==> src/rtl/alu_op_sequencer_pkg.sv <==
// alu_pkg: opcode map, FSM states and default widths shared by the ALU op sequencer.
package alu_pkg;
  localparam int DEF_WIDTH = 8;
  localparam int DEF_OP_W = 4;
  localparam int NUM_OPS = 10;
  localparam logic [3:0] OP_NEG_A = 4'd0;
  localparam logic [3:0] OP_NEG_B = 4'd1;
  localparam logic [3:0] OP_ROR_A = 4'd2;
  localparam logic [3:0] OP_ROR_B = 4'd3;
  localparam logic [3:0] OP_LT = 4'd4;
  localparam logic [3:0] OP_BITWISE = 4'd5;
  localparam logic [3:0] OP_NOT_A = 4'd6;
  localparam logic [3:0] OP_NOT_B = 4'd7;
  localparam logic [3:0] OP_SUB = 4'd8;
  localparam logic [3:0] OP_ADD = 4'd9;
  typedef enum logic [1:0] {IDLE, EXEC, RESP} state_e;
endpackage

==> src/rtl/alu_op_sequencer_if.sv <==
// alu_op_sequencer_if: request, ALU and response signals of the ALU op sequencer.
interface alu_op_sequencer_if import alu_pkg::*; #(parameter int WIDTH = DEF_WIDTH, parameter int OP_W = DEF_OP_W);
  logic req0_valid, req1_valid, req0_ready, req1_ready;
  logic [OP_W-1:0] req0_op, req1_op, alu_select;
  logic [WIDTH-1:0] req0_a, req0_b, req1_a, req1_b, alu_a, alu_b, alu_x, rsp_x;
  logic rsp_valid, rsp_ready, rsp_id, rsp_zero, rsp_neg, rsp_err, busy;
  modport slave (
    input req0_valid, req1_valid, req0_op, req1_op, req0_a, req0_b, req1_a, req1_b, alu_x, rsp_ready,
    output req0_ready, req1_ready, alu_select, alu_a, alu_b, rsp_valid, rsp_id, rsp_x, rsp_zero, rsp_neg, rsp_err, busy
  );
  modport master (
    output req0_valid, req1_valid, req0_op, req1_op, req0_a, req0_b, req1_a, req1_b, alu_x, rsp_ready,
    input req0_ready, req1_ready, alu_select, alu_a, alu_b, rsp_valid, rsp_id, rsp_x, rsp_zero, rsp_neg, rsp_err, busy
  );
endinterface

==> src/rtl/alu_op_sequencer_rr_arbiter.sv <==
// alu_rr_arbiter: 2-way round-robin arbiter; pointer moves to the loser on advance.
module alu_rr_arbiter (
  input  logic       clk,
  input  logic       reset_n,
  input  logic [1:0] req,
  input  logic       advance,
  output logic [1:0] gnt
);
  logic ptr_q, ptr_d;
  assign gnt = &req ? (ptr_q ? 2'b10 : 2'b01) : req;
  always_comb ptr_d = advance ? gnt[0] : ptr_q;
  always_ff @(posedge clk or negedge reset_n)
    if (!reset_n) ptr_q <= 1'b0;
    else ptr_q <= ptr_d;
endmodule

==> src/rtl/alu_op_sequencer.sv <==
// alu_op_sequencer: shares the ALU between two requesters, waits WAIT_CYCLES, returns result and flags.
// Define ALU_OP_CHECK_EN to reject opcodes >= NUM_OPS without ever driving them to the ALU.
module alu_op_sequencer import alu_pkg::*; #(
  parameter int WIDTH = DEF_WIDTH,
  parameter int OP_W = DEF_OP_W,
  parameter int WAIT_CYCLES = 1
) (
  input logic clk,
  input logic reset_n,
  alu_op_sequencer_if.slave bus
);
  if (WAIT_CYCLES < 1 || WAIT_CYCLES > 15) begin : g_bad_wait
    $error("WAIT_CYCLES must be in 1..15");
  end
  state_e state_q, state_d;
  logic [3:0] cnt_q, cnt_d;
  logic [OP_W-1:0] sel_q, sel_d, op;
  logic [WIDTH-1:0] a_q, a_d, b_q, b_d, x_q, x_d;
  logic id_q, id_d, vld_q, vld_d, zero_q, zero_d, neg_q, neg_d, err_q, err_d;
  logic [1:0] gnt;
  logic idle, fire, ill;
  assign idle = state_q == IDLE;
  assign fire = idle && |gnt;
  assign op = gnt[1] ? bus.req1_op : bus.req0_op;
`ifdef ALU_OP_CHECK_EN
  assign ill = int'(op) >= NUM_OPS;
`else
  assign ill = 1'b0;
`endif
  alu_rr_arbiter u_arb (
    .clk(clk),
    .reset_n(reset_n),
    .req({bus.req1_valid, bus.req0_valid}),
    .advance(fire),
    .gnt(gnt)
  );
  always_comb begin
    state_d = state_q;
    cnt_d = cnt_q;
    sel_d = sel_q;
    a_d = a_q;
    b_d = b_q;
    id_d = id_q;
    vld_d = vld_q;
    x_d = x_q;
    zero_d = zero_q;
    neg_d = neg_q;
    err_d = err_q;
    case (state_q)
      IDLE: if (fire) begin
        id_d = gnt[1];
        if (ill) begin
          state_d = RESP;
          vld_d = 1'b1;
          x_d = '0;
          zero_d = 1'b0;
          neg_d = 1'b0;
          err_d = 1'b1;
        end else begin
          state_d = EXEC;
          sel_d = op;
          a_d = gnt[1] ? bus.req1_a : bus.req0_a;
          b_d = gnt[1] ? bus.req1_b : bus.req0_b;
          cnt_d = 4'(WAIT_CYCLES - 1);
        end
      end
      EXEC: if (cnt_q == 4'd0) begin
        state_d = RESP;
        vld_d = 1'b1;
        x_d = bus.alu_x;
        zero_d = bus.alu_x == '0;
        neg_d = bus.alu_x[WIDTH-1];
        err_d = 1'b0;
      end else cnt_d = cnt_q - 4'd1;
      RESP: if (bus.rsp_ready) begin
        state_d = IDLE;
        vld_d = 1'b0;
      end
      default: state_d = IDLE;
    endcase
  end
  always_ff @(posedge clk or negedge reset_n)
    if (!reset_n) begin
      state_q <= IDLE;
      cnt_q <= '0;
      sel_q <= '0;
      a_q <= '0;
      b_q <= '0;
      id_q <= 1'b0;
      vld_q <= 1'b0;
      x_q <= '0;
      zero_q <= 1'b0;
      neg_q <= 1'b0;
      err_q <= 1'b0;
    end else begin
      state_q <= state_d;
      cnt_q <= cnt_d;
      sel_q <= sel_d;
      a_q <= a_d;
      b_q <= b_d;
      id_q <= id_d;
      vld_q <= vld_d;
      x_q <= x_d;
      zero_q <= zero_d;
      neg_q <= neg_d;
      err_q <= err_d;
    end
  assign bus.req0_ready = idle && gnt[0];
  assign bus.req1_ready = idle && gnt[1];
  assign bus.alu_select = sel_q;
  assign bus.alu_a = a_q;
  assign bus.alu_b = b_q;
  assign bus.rsp_valid = vld_q;
  assign bus.rsp_id = id_q;
  assign bus.rsp_x = x_q;
  assign bus.rsp_zero = zero_q;
  assign bus.rsp_neg = neg_q;
  assign bus.rsp_err = err_q;
  assign bus.busy = !idle;
endmodule

==> src/flat_wrapper.sv <==
// flat-port wrapper written by rule: the top's interface ports become plain ports
module alu_op_sequencer_flat import alu_pkg::*;
#(
  parameter int WIDTH = DEF_WIDTH,
  parameter int OP_W = DEF_OP_W,
  parameter int WAIT_CYCLES = 1
)
  (clk, reset_n, bus_req0_valid, bus_req1_valid, bus_req0_op, bus_req1_op, bus_req0_a, bus_req0_b, bus_req1_a, bus_req1_b, bus_alu_x, bus_rsp_ready, bus_req0_ready, bus_req1_ready, bus_alu_select, bus_alu_a, bus_alu_b, bus_rsp_valid, bus_rsp_id, bus_rsp_x, bus_rsp_zero, bus_rsp_neg, bus_rsp_err, bus_busy);
  alu_op_sequencer_if #(.WIDTH(WIDTH), .OP_W(OP_W)) bus_i ();
  input logic clk;
  input logic reset_n;
  input wire logic [$bits(bus_i.req0_valid)-1:0] bus_req0_valid;
  input wire logic [$bits(bus_i.req1_valid)-1:0] bus_req1_valid;
  input wire logic [$bits(bus_i.req0_op)-1:0] bus_req0_op;
  input wire logic [$bits(bus_i.req1_op)-1:0] bus_req1_op;
  input wire logic [$bits(bus_i.req0_a)-1:0] bus_req0_a;
  input wire logic [$bits(bus_i.req0_b)-1:0] bus_req0_b;
  input wire logic [$bits(bus_i.req1_a)-1:0] bus_req1_a;
  input wire logic [$bits(bus_i.req1_b)-1:0] bus_req1_b;
  input wire logic [$bits(bus_i.alu_x)-1:0] bus_alu_x;
  input wire logic [$bits(bus_i.rsp_ready)-1:0] bus_rsp_ready;
  output wire logic [$bits(bus_i.req0_ready)-1:0] bus_req0_ready;
  output wire logic [$bits(bus_i.req1_ready)-1:0] bus_req1_ready;
  output wire logic [$bits(bus_i.alu_select)-1:0] bus_alu_select;
  output wire logic [$bits(bus_i.alu_a)-1:0] bus_alu_a;
  output wire logic [$bits(bus_i.alu_b)-1:0] bus_alu_b;
  output wire logic [$bits(bus_i.rsp_valid)-1:0] bus_rsp_valid;
  output wire logic [$bits(bus_i.rsp_id)-1:0] bus_rsp_id;
  output wire logic [$bits(bus_i.rsp_x)-1:0] bus_rsp_x;
  output wire logic [$bits(bus_i.rsp_zero)-1:0] bus_rsp_zero;
  output wire logic [$bits(bus_i.rsp_neg)-1:0] bus_rsp_neg;
  output wire logic [$bits(bus_i.rsp_err)-1:0] bus_rsp_err;
  output wire logic [$bits(bus_i.busy)-1:0] bus_busy;
  assign bus_i.req0_valid = bus_req0_valid;
  assign bus_i.req1_valid = bus_req1_valid;
  assign bus_i.req0_op = bus_req0_op;
  assign bus_i.req1_op = bus_req1_op;
  assign bus_i.req0_a = bus_req0_a;
  assign bus_i.req0_b = bus_req0_b;
  assign bus_i.req1_a = bus_req1_a;
  assign bus_i.req1_b = bus_req1_b;
  assign bus_i.alu_x = bus_alu_x;
  assign bus_i.rsp_ready = bus_rsp_ready;
  assign bus_req0_ready = bus_i.req0_ready;
  assign bus_req1_ready = bus_i.req1_ready;
  assign bus_alu_select = bus_i.alu_select;
  assign bus_alu_a = bus_i.alu_a;
  assign bus_alu_b = bus_i.alu_b;
  assign bus_rsp_valid = bus_i.rsp_valid;
  assign bus_rsp_id = bus_i.rsp_id;
  assign bus_rsp_x = bus_i.rsp_x;
  assign bus_rsp_zero = bus_i.rsp_zero;
  assign bus_rsp_neg = bus_i.rsp_neg;
  assign bus_rsp_err = bus_i.rsp_err;
  assign bus_busy = bus_i.busy;
  alu_op_sequencer #(.WIDTH(WIDTH), .OP_W(OP_W), .WAIT_CYCLES(WAIT_CYCLES)) u_core (.clk(clk), .reset_n(reset_n), .bus(bus_i));
endmodule
==> config.mk <==
export PLATFORM = sky130hd
export DESIGN_NAME = alu_op_sequencer_flat
export DESIGN_NICKNAME = d
export VERILOG_FILES = /design/src/rtl/alu_op_sequencer_pkg.sv /design/src/rtl/alu_op_sequencer_if.sv /design/src/rtl/alu_op_sequencer_rr_arbiter.sv /design/src/rtl/alu_op_sequencer.sv /design/src/flat_wrapper.sv
export SDC_FILE = /design/constraint.sdc
export NUM_CORES = 1
export LEC_CHECK = 0
export BUFFER_PORTS_ARGS = -buffer_cell sky130_fd_sc_hd__buf_2
export CAP_MARGIN = 40
export CORE_ASPECT_RATIO = 0.5
export CORE_MARGIN = 5
export CORE_UTILIZATION = 49
export CTS_CLUSTER_DIAMETER = 120
export DETAILED_ROUTE_END_ITERATION = 10
export GPL_TIMING_DRIVEN = 1
export PLACE_DENSITY_LB_ADDON = 0.15
export SLEW_MARGIN = 20
export SYNTH_ARGS = -nofsm -noshare
export SYNTH_HDL_FRONTEND = slang
export SYNTH_SLANG_ARGS = --single-unit
==> constraint.sdc <==
create_clock -name clk -period 3 [get_ports clk]
set_input_delay 0.6 -clock clk [delete_from_list [all_inputs] [get_ports clk]]
set_output_delay 0.6 -clock clk [all_outputs]
set_load 0.005 [all_outputs]
==> key figures <==
Setup path
  • Worst r2r src: u_core.state_q[1]
  • Worst Path Arrival: approximately 1.6 ns
  • Startpoint types: register
  • Crit Path Category: reg2out
  • RR Endpoint: u_core.bus.alu_b[2]
  • Data required time of the critical path: ~2.4 ns
  • Crit-path slowest cell: dfrtp_1
  • R2R depth: 6
  • Slowest stage delay, CP: 0.46 ns
  • Crit path max fanout: 25
  • Worst Setup End Kind: output port
  • Cells along the critical path: nor2_4, buf_4, inv_1, nor3_1, buf_2
  • Flop-to-flop setup slack: ~1.3 ns

Routing
  • DR iter-0 viols: 75
  • Via count: approximately 1800
  • First-pass DRT Iterations: 4
  • DRC violations left: 0
  • Vias per cell: ~5.5
  • Total wire length: 4.767 mm
  • WL/cell: 14.67 um
  • ANT nets after route: 0

Clocking
  • Clock sinks: 38
  • CTS H-tree depth: 2
  • Clock slew at reported path FFs: 0.07 ns
  • CTS tree: built
  • Hold Buf Count CTS: 0
  • CTS Buf Count: 5
  • Post-CTS setup buffer count: 0
  • CTS Buffer Depth: 2
  • Post-CTS sizing: 0
  • Root Buffer: clkbuf_8
  • Clock Latency Late Sink: between 0.2 and 0.3 ns

STA
  • Slew Limit Fails: 0
  • Setup repair after global routing missed its margin: no
  • Final Cycle Share: 0.7408
  • Setup-failing EPs final: 0
  • Transition time at the pin with the least slew margin: 0.7356 ns
  • Setup total negative slack: 0 ns
  • Max Freq: approximately 450 MHz
  • Fin Clk Skew: 0.003853 ns
  • Relative slew slack: 0.5096
  • Final min period: 2.223 ns
  • Final hold vios: 0
  • Post-route setup slack: 0.7775 ns

Power
  • Leakage: around 1.1 nW
  • VDD IR max: ~0.36 mV
  • PwrDens: between 900 and 1000 nW/um2

Floorplan
  • Die Ht: between 50 and 60 um
  • Row cnt: 15
  • Die W: 96.94 um
  • Starting Density: 0.5248
  • CORE AREA: about 3500 um2
  • Die area: 5183 um2
  • I/O Pins: 89

Layout
  • Multi-input combinational cell area: slightly above 800 um2
  • Non-filler instance count after layout: 325
  • Register Area: 950.9 um2
  • P&R area growth vs syn: 30.88%
  • Filler cell count in the final layout: roughly 310
  • Ant diodes: 0
  • Final nets: 327
  • Share of cells above drive strength 1: 0.4088
  • Fin area: about 2400 um2

Outcome
  • Status: finished clean

Placed design
  • Placed cell area: 2305 um2
  • RePlAce Congestion: 0.7825
  • Post-place setup slack: 1.021 ns
  • Placed Cells: 316
  • DP HPWL: 3.400 mm
  • Port bufs: 87

Yosys
  • Syn Inst Count: about 190
  • Post-synthesis sequential area ratio: 0.5135
  • #FFs+latches synth: 38
  • Syn Nets: about 250
  • Ys flop type: dfrtp_1
  • Most frequent cell after synthesis: dfrtp_1
  • Synth area leaders: dfrtp_1, a31oi_1, o21ai_0, nand3_1, a21oi_1
  • Dominant cell type by area after synthesis: dfrtp_1
  • Yosys warns: 0
  • Post-synth ARST share: 1.000
  • Most common library cells after synthesis: dfrtp_1, o21ai_0, nand3_1, a21oi_1, a31oi_1
  • Post-synth top area share: 0.5135
  • Avg Inst Size Synth: between 9 and 10 um2
  • Synth unique cells: 36
  • Post-synth EDFFs: 0
  • Synth Cell Area: 1852 um2

Hold path
  • Hold WC Path Type: in2async

Global route
  • GRT Total Usage: 0.1966
  • First-pass GRT wire length: 8.197 mm
  • Pin count of the biggest net entering global routing: 39
  • Vias in the first global route: around 1800
  • GR Overflow Total: 0
  • Initial antenna violation count: 0

Flow run
  • # Max-Cap Violations: 0
cells by family after synthesis:
group / count (synthesis) / share of synthesized area
mux: 9 / 0.05406
flops: 38 / 0.5135
fa+ha+maj: 1 / 0.006756
buf+inv: 21 / 0.04932
simple gates: 46 / 0.1460
other cells: 1 / 0.002025
compound gates: 75 / 0.2284
registers in the layout, indices dropped and copies added (netlist names):
| signal | cells |
|---|---|
| u_core.bus.rsp_x | 8 |
| u_core.bus.alu_select | 4 |
| u_core.bus.alu_a | 8 |
| u_core.bus.alu_b | 8 |
| u_core.bus.rsp_valid | 1 |
| u_core.u_arb.ptr_q | 1 |
| u_core.bus.rsp_zero | 1 |
| u_core.bus.rsp_id | 1 |
| u_core.cnt_q | 4 |
| u_core.state_q | 2 |
placed cells by master, fill, tap and decap left out, types with 2 or more instances in the layout:
cell,count
a21oi_1,22
a31oi_1,21
buf_2,87
buf_4,4
clkbuf_8,6
dfrtp_1,38
inv_1,4
mux2_2,8
nand2_1,3
nand2b_1,2
nand3_1,23
nor2_1,4
nor4_1,3
o21ai_0,24
o22ai_1,2
where the power goes:
part,internal [mW],switching (mW),total (mW)
clock,0.185,0.170,0.356
sequential,0.762,0.157,0.920
combinational,0.500,0.537,1.04
routing by layer:
| layer | share of wire | GRT usage | up-vias |
|---|---|---|---|
| met4 | 0.0036 | 0.04895 | 0 |
| li1 | - | - | 872 |
| met5 | 0 | 0 | - |
| met1 | 0.44 | 0.2572 | 812 |
| met3 | 0.097 | 0.06711 | 2 |
| met2 | 0.46 | 0.3174 | 90 |
worst max-delay path by stage:
stage                 startpoint        endpoint  slack [ns]  cells past startpoint
3_5_place_dp      bus_req1_valid  bus_req1_ready        1.02                      4
6_report       u_core.state_q[1]  bus_req1_ready        0.78                      5
2_1_floorplan     bus_req1_valid  bus_req1_ready        1.22                      4
5_1_grt        u_core.state_q[1]  bus_req1_ready        0.68                      5
4_1_cts        u_core.state_q[1]  bus_req1_ready        0.78                      5
3_3_place_gp      bus_req1_valid  bus_req1_ready        1.05                      4
layout make-up:
cell class / instances / area share
Timing Repair Buffer: 92 / 0.2034
Clock inverter: 1 / 0.002065
Inverter: 4 / 0.006195
Clock buffer: 7 / 0.03562
Tap cell: 51 / 0.02633
Multi-Input combinational cell: 132 / 0.3340
Sequential cell: 38 / 0.3924
metrics by stage:
stage | power [mW] | hold slack, ns | utilization
detailed placement | 1.971 | 0.4891 | 0.6532
floorplan | 1.557 | 0.3044 | -
global placement | 1.944 | 0.4783 | 0.6532
global route | 2.511 | 0.2565 | 0.6869
finish | 2.313 | 0.2317 | 0.6869
CTS | 2.331 | 0.4461 | 0.6791
critical path, delay by kind of cell, from the launching register on:
| family | cells | cell delay (ns) |
|---|---|---|
| buf+inv | 3 | 0.58 |
| simple gates | 2 | 0.31 |
| flops | 1 | 0.46 |
Note: power is estimated with default switching activity, not from simulation.
